## src/rtl/dmem_access_unit.sv

```systemverilog
// dmem_access_unit: RV32I data-memory load/store responder with byte-lane steering and fault detection.
// Optional bus-wait abort is built only when DMEM_TIMEOUT_EN is defined.
module dmem_access_unit #(
   parameter int unsigned TIMEOUT = 255
) (
   input  logic        i_clk,
   input  logic        i_rst,
   input  logic        i_rd_en,
   input  logic        i_wr_en,
   input  logic [2:0]  i_funct3,
   input  logic [31:0] i_addr,
   input  logic [31:0] i_wdata,
   output logic [31:0] o_rdata,
   output logic        o_busy,
   output logic        o_done,
   output logic        o_fault,
   output logic        o_bus_valid,
   output logic        o_bus_we,
   output logic [31:0] o_bus_addr,
   output logic [31:0] o_bus_wdata,
   output logic [3:0]  o_bus_mask,
   input  logic        i_bus_ready,
   input  logic        i_bus_rvalid,
   input  logic [31:0] i_bus_rdata
);

   typedef enum logic [2:0] {IDLE, REQ, WAIT, DONE, FAULT} state_t;

   state_t      state, state_next;
   logic [31:0] req_addr;
   logic [2:0]  req_funct3;
   logic [31:0] req_wdata;
   logic        req_we;
   logic        req;
   logic        timed_out;

   function automatic logic is_legal(input logic rd, input logic wr,
                                     input logic [2:0] f3, input logic [1:0] off);
      logic ok;
      ok = !(rd && wr);
      case (f3)
         3'b000:  ;
         3'b001:  if (off[0]) ok = 1'b0;
         3'b010:  if (off != 2'b00) ok = 1'b0;
         3'b100:  if (wr) ok = 1'b0;
         3'b101:  if (wr || off[0]) ok = 1'b0;
         default: ok = 1'b0;
      endcase
      return ok;
   endfunction

   function automatic logic [31:0] lane_data(input logic [31:0] w, input logic [2:0] f3);
      case (f3[1:0])
         2'b00:   return {4{w[7:0]}};
         2'b01:   return {2{w[15:0]}};
         default: return w;
      endcase
   endfunction

   function automatic logic [3:0] lane_mask(input logic [2:0] f3, input logic [1:0] off);
      case (f3[1:0])
         2'b00:   return 4'b0001 << off;
         2'b01:   return 4'b0011 << off;
         default: return 4'b1111;
      endcase
   endfunction

   // Shifting the word down by the byte offset puts the addressed byte/half at bit 0.
   function automatic logic [31:0] load_extend(input logic [31:0] word, input logic [2:0] f3,
                                               input logic [1:0] off);
      logic [31:0] sh;
      sh = word >> {off, 3'b000};
      case (f3)
         3'b000:  return {{24{sh[7]}}, sh[7:0]};
         3'b001:  return {{16{sh[15]}}, sh[15:0]};
         3'b100:  return {24'd0, sh[7:0]};
         3'b101:  return {16'd0, sh[15:0]};
         default: return sh;
      endcase
   endfunction

   // Holding reset keeps the stall low even if the core still presents an enable.
   assign req = (i_rd_en | i_wr_en) & ~i_rst;

`ifdef DMEM_TIMEOUT_EN
   localparam int CNT_W = (TIMEOUT > 255) ? $clog2(TIMEOUT + 1) : 8;
   logic [CNT_W-1:0] wait_cnt;

   always_ff @(posedge i_clk or posedge i_rst) begin
      if (i_rst)
         wait_cnt <= '0;
      else if (state == REQ || state == WAIT)
         wait_cnt <= wait_cnt + 1'b1;
      else
         wait_cnt <= '0;
   end

   assign timed_out = (wait_cnt == CNT_W'(TIMEOUT - 1));
`else
   assign timed_out = 1'b0;
`endif

   always_ff @(posedge i_clk or posedge i_rst) begin
      if (i_rst)
         state <= IDLE;
      else
         state <= state_next;
   end

   always_comb begin
      state_next  = state;
      o_busy      = 1'b0;
      o_done      = 1'b0;
      o_fault     = 1'b0;
      o_bus_valid = 1'b0;
      case (state)
         IDLE: begin
            if (req) begin
               o_busy     = 1'b1;
               state_next = is_legal(i_rd_en, i_wr_en, i_funct3, i_addr[1:0]) ? REQ : FAULT;
            end
         end
         REQ: begin
            o_busy      = 1'b1;
            o_bus_valid = 1'b1;
            if (i_bus_ready)
               state_next = req_we ? DONE : WAIT;
            else if (timed_out)
               state_next = FAULT;
         end
         WAIT: begin
            o_busy = 1'b1;
            if (i_bus_rvalid)
               state_next = DONE;
            else if (timed_out)
               state_next = FAULT;
         end
         DONE: begin
            o_done     = 1'b1;
            state_next = IDLE;
         end
         FAULT: begin
            o_fault    = 1'b1;
            state_next = IDLE;
         end
         default: state_next = IDLE;
      endcase
   end

   always_ff @(posedge i_clk or posedge i_rst) begin
      if (i_rst) begin
         req_addr   <= '0;
         req_funct3 <= '0;
         req_wdata  <= '0;
         req_we     <= 1'b0;
         o_rdata    <= '0;
      end else begin
         if (state == IDLE && req) begin
            req_addr   <= i_addr;
            req_funct3 <= i_funct3;
            req_wdata  <= i_wdata;
            req_we     <= i_wr_en;
         end
         if (state == WAIT && i_bus_rvalid)
            o_rdata <= load_extend(i_bus_rdata, req_funct3, req_addr[1:0]);
      end
   end

   assign o_bus_we    = req_we & (state == REQ);
   assign o_bus_addr  = {req_addr[31:2], 2'b00};
   assign o_bus_wdata = lane_data(req_wdata, req_funct3);
   assign o_bus_mask  = (req_we && state == REQ) ? lane_mask(req_funct3, req_addr[1:0]) : 4'b0000;

endmodule
```

## config.mk

```make
export PLATFORM = sky130hd
export DESIGN_NAME = dmem_access_unit
export DESIGN_NICKNAME = d
export VERILOG_FILES = /design/src/rtl/dmem_access_unit.sv
export SDC_FILE = /design/constraint.sdc
export NUM_CORES = 1
export LEC_CHECK = 0
export BUFFER_PORTS_ARGS = -buffer_cell sky130_fd_sc_hd__buf_4
export CORE_MARGIN = 2
export CORE_UTILIZATION = 53
export CTS_CLUSTER_SIZE = 30
export DETAILED_ROUTE_END_ITERATION = 10
export PLACE_DENSITY = 0.93
export SYNTH_ARGS = -nofsm -noshare
export SYNTH_HDL_FRONTEND = slang
export SYNTH_SLANG_ARGS = --single-unit
```

## constraint.sdc

```tcl
create_clock -name i_clk -period 5.1 [get_ports i_clk]
set_clock_uncertainty 0.05 [all_clocks]
set_input_delay 1.02 -clock i_clk [delete_from_list [all_inputs] [get_ports i_clk]]
set_output_delay 1.02 -clock i_clk [all_outputs]
set_load 0.02 [all_outputs]
```

==> impl_metrics.env, run 1 <==
export IMPL_maxCapViolCount=0
export IMPL_port_buffer_count=207
export IMPL_clock_root_buffer="clkbuf_8"
export IMPL_drtIter0Drc=211
export IMPL_finalCritPeriodShare_pct=71.1
export IMPL_hold_start="o_rdata[1]$_DFFE_PP0P_"
export IMPL_setup_violations=0
export IMPL_start_util_pct=53.9
export IMPL_cts_resized_gates=0
export IMPL_wire_per_inst_um=17.0
export IMPL_antenna_found_initial=0
export IMPL_drive_gt1_share_pct=48.8
export IMPL_period_needed_ps=3620
export IMPL_synth_flop_cell="dfrtp_1"
export IMPL_clk_pin_slew_ps=90
export IMPL_syn_to_final_growth_pct=29.3
export IMPL_htree_levels=3
export IMPL_worst_setup_path_type="register to output pin"
export IMPL_grt_pass1_vias=4232
export IMPL_drc=0
export IMPL_p_per_area_mw_per_mm2=705
export IMPL_max_freq_mhz=276
export IMPL_coreArea_mm2=0.00968
export IMPL_antennaDiodeCount=0
export IMPL_gr_total_overflow=0
export IMPL_crit_fanout=31
export IMPL_crit_path_top_delay_cell="dfrtp_1"
export IMPL_grt_pass1_wl_um=19700
export IMPL_p_total_mw=4.76
export IMPL_die_w_um=103
export IMPL_yosysUniqueCellTypes=35
export IMPL_cts_hold_buffers=0
export IMPL_cts_tree="yes"
export IMPL_yosys_area_top_type="dfrtp_1"
export IMPL_synth_top_cell_area_share_pct=49.4
export IMPL_firstDrtPassIters=5
export IMPL_required_ps=4030
export IMPL_die_area_mm2=0.0107
export IMPL_yosysSeqAreaShare_pct=49.4
export IMPL_hold_viol=0
export IMPL_slowest_delay_ps=970
export IMPL_ant_nets=0
export IMPL_postSynthAreaPerCell_um2=10.7
export IMPL_rsz0062_at_grt="false"
export IMPL_grt_max_degree=70
export IMPL_worstReg2RegStart="req_addr[0]$_DFFE_PP0P_"
export IMPL_startpoint="req_funct3[1]$_DFFE_PP0P_"
export IMPL_synth_top_cells_by_area="dfrtp_1 (49%), mux2_2 (18%), buf_4 (5.8%)"
export IMPL_max_slew_worst_pin_slew_ps=1140
export IMPL_outcome="complete, no violations"
export IMPL_gp_congestion=0.844
export IMPL_crit_path_start_kind="register"
export IMPL_ir_worst_vdd_uv=598
export IMPL_cts_inserted_buffers=9
export IMPL_clock_sinks=103
export IMPL_path_common_cell="nand2_1"
export IMPL_synth_edf_count=0
export IMPL_hp_class="register to register"
export IMPL_slew_viol_final=0
export IMPL_vias=4195
export IMPL_yosys_top_cells_count="dfrtp_1 (103), mux2_2 (84), a21oi_1 (55)"
export IMPL_p_leak_nw=3.26
export IMPL_dp_hpwl_um=9840
export IMPL_nets=747
export IMPL_cts_buffer_depth=2
export IMPL_yosysWarnings=0
export IMPL_crit_chain="or2_0, nand2_1, nand2_1, buf_4"
export IMPL_ys_ff_latch=103
export IMPL_synth_most_common_cell="dfrtp_1"
export IMPL_synthArstFlopShare_pct=100
export IMPL_netlist_area_mm2=0.00522
export IMPL_arrival_ps=2550
export IMPL_num_rows=36
export IMPL_die_h_um=103
export IMPL_grt_usage_pct=23.9
export IMPL_syn_inst=489
export IMPL_post_cts_setup_buffer_count=0
export IMPL_clkLatencyLatePin_ps=350
export IMPL_drt_wl_total_um=13300
export IMPL_tns_ps=0
export IMPL_viasPerCell=5.39
export IMPL_relSlewSlack_pct=23.7
export IMPL_io_pins=210
export IMPL_cp_end_kind="output pin"
[metrics by stage]
| stage | util, % | hold slack, ps | cells | instance area, µm² | worst slack, ps |
|---|---|---|---|---|---|
| floorplan | - | 424 | 490 | 5220 | 1330 |
| global placement | 67.4 | 417 | 764 | 6530 | 1970 |
| detailed placement | 67.4 | 421 | 764 | 6530 | 1840 |
| CTS | 69.7 | 443 | 779 | 6750 | 1440 |
| global route | 69.7 | 478 | 779 | 6750 | 1220 |
| finish | 69.7 | 439 | 779 | 6750 | 1480 |
[cell usage in the layout (no fill, tap or decap), drive strengths merged]
| cell type | instances |
|---|---|
| bufinv | 2 |
| and2b | 1 |
| or4 | 1 |
| inv | 6 |
| nor2 | 42 |
| o21ai | 26 |
| buf | 211 |
| dfrtp | 103 |
| a22oi | 1 |
| nor2b | 1 |
| mux4 | 1 |
| conb | 2 |
| clkbuf | 10 |
| nand3b | 2 |
| o22ai | 2 |
| or2 | 2 |
| mux2i | 22 |
| o21a | 2 |
| mux2 | 85 |
| o21bai | 2 |
| nand2 | 45 |
| a211oi | 2 |
| nand4bb | 1 |
| and2 | 7 |
| a21oi | 55 |
| nor4 | 1 |
| a2111o | 1 |
| nand2b | 1 |
| clkinvlp | 3 |
| nor3 | 3 |
| nor3b | 3 |
[power breakdown]
group / total [mW] / switching, mW / internal (mW)
logic: 2.54 / 1.32 / 1.22
clock network: 0.566 / 0.279 / 0.287
registers: 1.65 / 0.429 / 1.22
total: 4.76 / 2.03 / 2.73
[layout make-up]
| cell class | instances | area [µm²] |
|---|---|---|
| fillers | 716 | 2940 |
| flip-flops and latches | 103 | 2580 |
| multi-input cells | 311 | 2180 |
| repair buffers | 211 | 1580 |
| well taps | 133 | 166 |
| clock buffers | 10 | 138 |
| clock inverters | 5 | 82.6 |
| inverters | 6 | 25.0 |
[path summary, 6_finish.rpt]
kind | depth (start not counted) | endpoint | slack (ps)
max | 4 | o_bus_wdata[14] | 1480
min | 2 | o_rdata[1]$_DFFE_PP0P_ | 440
max in group asynchronous | 3 | req_addr[20]$_DFFE_PP0P_ | 3190
min in group asynchronous | 2 | req_wdata[8]$_DFFE_PP0P_ | 730
max reg2reg | 4 | o_rdata[15]$_DFFE_PP0P_ | 2310
min reg2reg | 2 | o_rdata[1]$_DFFE_PP0P_ | 440
[kinds of logic (layout without fill, tap and decap cells)]
logic type | count (synthesis) | count (layout) | synth area share [%]
AO/OA/AOI/OAI | 91 | 91 | 9.23
buffers and inverters | 76 | 232 | 9.04
flip-flops | 103 | 103 | 49.4
multiplexers | 108 | 108 | 23.0
other | 1 | 2 | 0.0718
AND/OR/NAND/NOR | 110 | 110 | 9.30
[per-layer routing]
metal	vias to the layer above	share of wire, %	track usage [%]
met3	28	8.1	7.46
met1	2040	38	27.0
met4	0	2.0	8.20
met5	-	0	0
li1	1931	-	-
met2	196	52	42.8
[critical path, delay by kind of cell (launching register included)]
| kind | cells | cell delay (ps) |
|---|---|---|
| simple gates | 3 | 1090 |
| buf+inv | 1 | 140 |
| flops | 1 | 970 |
[state kept, by name, indices dropped and copies added (netlist names)]
register,flops
o_rdata,32
req_addr,32
req_wdata,32
req_funct3,3
state,3
req_we,1
Power figures use the tool's default switching activity.
==> run 2, diff against run 1 <==
--- a/config.mk
+++ b/config.mk
@@ -7,10 +7,10 @@
 export LEC_CHECK = 0
 export BUFFER_PORTS_ARGS = -buffer_cell sky130_fd_sc_hd__buf_4
 export CORE_MARGIN = 2
-export CORE_UTILIZATION = 53
+export CORE_UTILIZATION = 44
 export CTS_CLUSTER_SIZE = 30
 export DETAILED_ROUTE_END_ITERATION = 10
-export PLACE_DENSITY = 0.93
+export PLACE_DENSITY = 0.84
 export SYNTH_ARGS = -nofsm -noshare
 export SYNTH_HDL_FRONTEND = slang
 export SYNTH_SLANG_ARGS = --single-unit
==> constraint.sdc (replaced) <==
create_clock -name i_clk -period 3.09 [get_ports i_clk]
set_clock_uncertainty 0.05 [all_clocks]
set_input_delay 0.618 -clock i_clk [delete_from_list [all_inputs] [get_ports i_clk]]
set_output_delay 0.618 -clock i_clk [all_outputs]
set_load 0.02 [all_outputs]
==> run 2 against run 1 <==
  * Clock-buffer cell count rose by 4
  * Power grew 70%
  * Non-clock buffer count rose by 7
  * Highest routed layer unchanged
  * Setup slack got worse by 980 ps
  * Critical path depth did not move
  * Cell area grew 2.3%
  * Combinational power is 74% higher
  * The flow now finishes with violations (design-rule violations)
==> impl_metrics.env, run 2 (synthesis gave the netlist of run 1 again) <==
export IMPL_outcome="finished with violations"
export IMPL_violations="design-rule violations"
export IMPL_wire_per_inst_um=16.5
export IMPL_p_per_area_mw_per_mm2=1170
export IMPL_coreArea_mm2=0.0115
export IMPL_max_freq_mhz=385
export IMPL_rsz0062_at_grt="false"
export IMPL_vias=4182
export IMPL_crit_path_top_delay_cell="dfrtp_1"
export IMPL_p_leak_nw=3.33
export IMPL_syn_to_final_growth_pct=32.3
export IMPL_cp_num_cells=4
export IMPL_endpoint="o_bus_mask[2]"
export IMPL_gp_congestion=0.854
export IMPL_num_rows=39
export IMPL_regToRegEndpoint="o_rdata[21]$_DFFE_PP0P_"
export IMPL_die_w_um=113
export IMPL_arrival_ps=1930
export IMPL_fin_util_pct=60.0
export IMPL_tns_ps=0
export IMPL_startpoint="state[0]$_DFFE_PP0P_"
export IMPL_path_delay_family="simple AND/OR/NAND/NOR gates"
export IMPL_gr_total_overflow=0
export IMPL_clock_root_buffer="clkbuf_16"
export IMPL_firstDrtPassIters=7
export IMPL_largestRegisters="o_rdata (32), req_addr (32), req_wdata (32)"
export IMPL_crit_fanout=14
export IMPL_r2r_slack_ps=870
export IMPL_clkLatencyLatePin_ps=350
export IMPL_drive_gt1_share_pct=49.2
export IMPL_die_h_um=113
export IMPL_post_layout_nonfiller_instances=797
export IMPL_antennaDiodeCount=0
export IMPL_required_ps=2420
export IMPL_crit_path_start_kind="register"
export IMPL_seqCellArea_mm2=0.00258
export IMPL_drtIter0Drc=207
export IMPL_grt_usage_pct=20.7
export IMPL_nets=754
export IMPL_ir_worst_vdd_uv=723
export IMPL_port_buffer_count=207
export IMPL_mostFrequentLayoutCells="buf_4 (217), dfrtp_1 (103), mux2_2 (84)"
export IMPL_cts_hold_buffers=0
export IMPL_drt_wl_total_um=13100
export IMPL_cts_tree="yes"
export IMPL_finalCritPeriodShare_pct=84.0
export IMPL_setup_slack_ps=493
export IMPL_hold_viol=0
export IMPL_placed_area_mm2=0.00661
export IMPL_slowest_delay_ps=560
export IMPL_dpl_cell_count=781
export IMPL_hp_class="input port to async pin"
export IMPL_ant_nets=0
export IMPL_cts_buffer_depth=2
export IMPL_cts_inserted_buffers=9
export IMPL_viasPerCell=5.25
export IMPL_grt_pass1_wl_um=21000
export IMPL_io_pins=210
export IMPL_grt_pass1_vias=4280
export IMPL_slew_viol_final=0
export IMPL_die_area_mm2=0.0128
export IMPL_cts_resized_gates=0
export IMPL_antenna_found_initial=0
export IMPL_post_cts_setup_buffer_count=0
export IMPL_clk_pin_slew_ps=70
export IMPL_start_util_pct=45.3
export IMPL_multi_input_area_mm2=0.00218
export IMPL_maxCapViolCount=0
export IMPL_worstReg2RegStart="req_addr[1]$_DFFE_PP0P_"
export IMPL_htree_levels=3
export IMPL_finalInstanceArea_mm2=0.00690
export IMPL_clock_sinks=103
export IMPL_drc=12
export IMPL_dp_hpwl_um=9800
export IMPL_grt_max_degree=70
export IMPL_cp_end_kind="output pin"
export IMPL_final_common_cell="buf_4"
export IMPL_max_slew_worst_pin_slew_ps=869
export IMPL_period_needed_ps=2600
export IMPL_setup_violations=0
export IMPL_preCtsSetupSlack_ps=624
export IMPL_crit_chain="nor3b_1, nand2_1, a21oi_1, buf_4"
export IMPL_reg2regPathDepth=5
export IMPL_fill_cells=965
export IMPL_crit_buf_inv=1
export IMPL_worst_setup_path_type="register to output pin"
export IMPL_relSlewSlack_pct=41.7
==> run 2: cell count changes in the layout (fill, tap and decap cells not counted), sizes merged <==
cell / before / now
clkinv: 0 / 1
buf: 211 / 218
clkbuf: 10 / 14
bufinv: 2 / 0
inv: 6 / 5
clkinvlp: 3 / 2
==> run 2: stage by stage <==
step	power (mW)	hold WS (ps)
2_1_floorplan	5.56	424
6_report	8.07	351
3_3_place_gp	6.83	416
4_1_cts	8.13	360
3_5_place_dp	6.99	431
5_1_grt	8.56	391
==> run 2: worst min path at each step <==
stage	to	slack (ps)	cells past startpoint
after global placement	o_rdata[4]$_DFFE_PP0P_	420	2
final	state[2]$_DFFE_PP0P_	350	2
after CTS	state[1]$_DFFE_PP0P_	360	2
after floorplan	req_wdata[16]$_DFFE_PP0P_	420	1
after global routing	state[0]$_DFFE_PP0P_	390	2
after detailed placement	o_rdata[1]$_DFFE_PP0P_	430	2
==> run 2: metal layers <==
layer / wire, µm / global-route usage, % / share of wire, %
met3: 964 / 6.59 / 7.3
met4: 359 / 8.05 / 2.7
met5: 0 / 0 / 0
met2: 6640 / 35.1 / 51
met1: 5170 / 24.7 / 39
==> run 2: layout make-up <==
| cell class | count | area share (%) |
|---|---|---|
| multi-input cells | 311 | 31.5 |
| repair buffers | 218 | 23.9 |
| clock buffers | 14 | 4.11 |
| flip-flops and latches | 103 | 37.3 |
| clock inverters | 2 | 0.181 |
| well taps | 143 | 2.59 |
| inverters | 6 | 0.381 |
==> run 2: power by group <==
part	switching, mW	internal [mW]	total, mW
registers	0.505	2.03	2.54
logic	2.39	2.04	4.43
clock network	0.474	0.633	1.11
total	3.37	4.71	8.07
==> run 3, diff against run 2 <==
==> constraint.sdc (replaced) <==
create_clock -name i_clk -period 2.2 [get_ports i_clk]
set_clock_uncertainty 0.05 [all_clocks]
set_input_delay 0.44 -clock i_clk [delete_from_list [all_inputs] [get_ports i_clk]]
set_output_delay 0.44 -clock i_clk [all_outputs]
set_load 0.02 [all_outputs]
==> run 3 against run 2 <==
  * The run still ends with design-rule violations left
  * Critical path depth increased by 1
  * Highest routed layer unchanged
  * Critical path type unchanged
  * Largest power group unchanged
  * Largest cell class unchanged
  * Die area did not move
  * Clock power grew 41%
  * Setup slack got worse by 410 ps
==> impl_metrics.env, run 3 (synthesis gave the netlist of run 1 again) <==
export IMPL_die_area_mm2=0.0128
export IMPL_drt_wl_total_um=13300
export IMPL_gr_total_overflow=0
export IMPL_fill_cells=942
export IMPL_num_rows=39
export IMPL_mostFrequentLayoutCells="buf_4 (224), dfrtp_1 (102), mux2_2 (84)"
export IMPL_ant_nets=0
export IMPL_p_per_area_mw_per_mm2=1650
export IMPL_required_ps=1710
export IMPL_viasPerCell=5.22
export IMPL_gp_congestion=0.853
export IMPL_slew_viol_final=0
export IMPL_grt_max_degree=104
export IMPL_final_common_cell="buf_4"
export IMPL_drtIter0Drc=276
export IMPL_cts_buffer_depth=2
export IMPL_io_pins=210
export IMPL_endpoint="o_bus_mask[0]"
export IMPL_relSlewSlack_pct=57.3
export IMPL_reg2regPathDepth=5
export IMPL_grt_usage_pct=21.0
export IMPL_p_leak_nw=3.37
export IMPL_hp_class="input port to async pin"
export IMPL_grt_pass1_vias=4428
export IMPL_tns_ps=0
export IMPL_coreArea_mm2=0.0115
export IMPL_finalCritPeriodShare_pct=96.3
export IMPL_cp_end_kind="output pin"
export IMPL_htree_levels=3
export IMPL_wire_per_inst_um=16.6
export IMPL_setup_violations=0
export IMPL_period_needed_ps=2120
export IMPL_finalInstanceArea_mm2=0.00700
export IMPL_largestRegisters="o_rdata (32), req_addr (32), req_wdata (32)"
export IMPL_post_layout_nonfiller_instances=804
export IMPL_preCtsSetupSlack_ps=60.1
export IMPL_grt_pass1_wl_um=21400
export IMPL_clkLatencyLatePin_ps=340
export IMPL_antennaDiodeCount=0
export IMPL_p_total_mw=11.5
export IMPL_nets=762
export IMPL_cts_inserted_buffers=9
export IMPL_max_freq_mhz=472
export IMPL_ir_worst_vdd_uv=1030
export IMPL_antenna_found_initial=0
export IMPL_die_h_um=113
export IMPL_post_cts_setup_buffer_count=0
export IMPL_crit_path_start_kind="register"
export IMPL_cts_tree="yes"
export IMPL_placed_area_mm2=0.00669
export IMPL_dpl_cell_count=789
export IMPL_worstReg2RegStart="req_addr[1]$_DFFE_PP0P_"
export IMPL_syn_to_final_growth_pct=34.0
export IMPL_port_buffer_count=207
export IMPL_r2r_slack_ps=240
export IMPL_startpoint="state[2]$_DFFE_PP0P_"
export IMPL_worst_setup_path_type="register to output pin"
export IMPL_outcome="finished with violations"
export IMPL_clock_root_buffer="clkbuf_16"
export IMPL_arrival_ps=1630
export IMPL_vias=4200
export IMPL_setup_slack_ps=80.9
export IMPL_start_util_pct=45.3
export IMPL_violations="design-rule violations"
export IMPL_regToRegEndpoint="o_rdata[30]$_DFFE_PP0P_"
export IMPL_drc=15
export IMPL_dp_hpwl_um=9980
export IMPL_clock_sinks=103
export IMPL_crit_fanout=8
export IMPL_maxCapViolCount=0
export IMPL_firstDrtPassIters=8
export IMPL_max_slew_worst_pin_slew_ps=638
export IMPL_die_w_um=113
export IMPL_drive_gt1_share_pct=51.0
export IMPL_clk_pin_slew_ps=60
export IMPL_hold_viol=0
export IMPL_rsz0062_at_grt="false"
[run 3: per-stage QoR]
stage | hold slack, ps | utilization (%)
after global placement | 420 | 58.1
after detailed placement | 437 | 58.1
after global routing | 253 | 60.7
after CTS | 231 | 60.6
final | 161 | 60.7
after floorplan | 424 | -
[run 3: layout make-up]
type,count,area [µm²],share of cell area [%]
clock inverter,5,58.8,0.841
sequential,103,2580,36.9
inverter,6,26.3,0.376
clock buffer,10,229,3.27
tap,143,179,2.56
multi-input combinational,311,2200,31.5
timing repair buffer,226,1720,24.6
[run 3: where the power goes]
part / switching, mW / leakage [nW] / internal (mW)
Combinational: 3.43 / 2.03 / 2.99
Clock: 0.686 / 0.135 / 0.878
Sequential: 0.675 / 1.21 / 2.86
Total: 4.79 / 3.37 / 6.72
[run 3: critical path, stage by stage (launching register included)]
cell and delay [ps]:
dfrtp_1 390, buf_4 170, nor3b_4 250, nand2_2 140, a21oi_1 170, buf_4 170
[run 3: per-layer routing]
| metal | GRT usage (%) | vias to the layer above | part of all wire (%) |
|---|---|---|---|
| li1 | - | 1969 | - |
| met1 | 25.7 | 2012 | 38 |
| met2 | 35.4 | 190 | 51 |
| met3 | 4.87 | 29 | 8.7 |
| met4 | 9.43 | 0 | 2.5 |
| met5 | 0 | - | 0 |
[run 3: timing repair]
item	CTS	global route
hold buffers	0	0
setup endpoints to repair	11	27
resized for setup	3	6
pin swaps	0	1
[run 3: worst min-delay path by stage]
stage | startpoint | slack (ps) | endpoint | cells past startpoint
finish | i_rst | 160 | state[2]$_DFFE_PP0P_ | 3
global route | i_wdata[0] | 250 | req_wdata[0]$_DFFE_PP0P_ | 2
CTS | i_rst | 230 | req_addr[27]$_DFFE_PP0P_ | 3
detailed placement | o_rdata[0]$_DFFE_PP0P_ | 440 | o_rdata[0]$_DFFE_PP0P_ | 2
global placement | o_rdata[4]$_DFFE_PP0P_ | 420 | o_rdata[4]$_DFFE_PP0P_ | 2
floorplan | req_wdata[16]$_DFFE_PP0P_ | 420 | req_wdata[16]$_DFFE_PP0P_ | 1
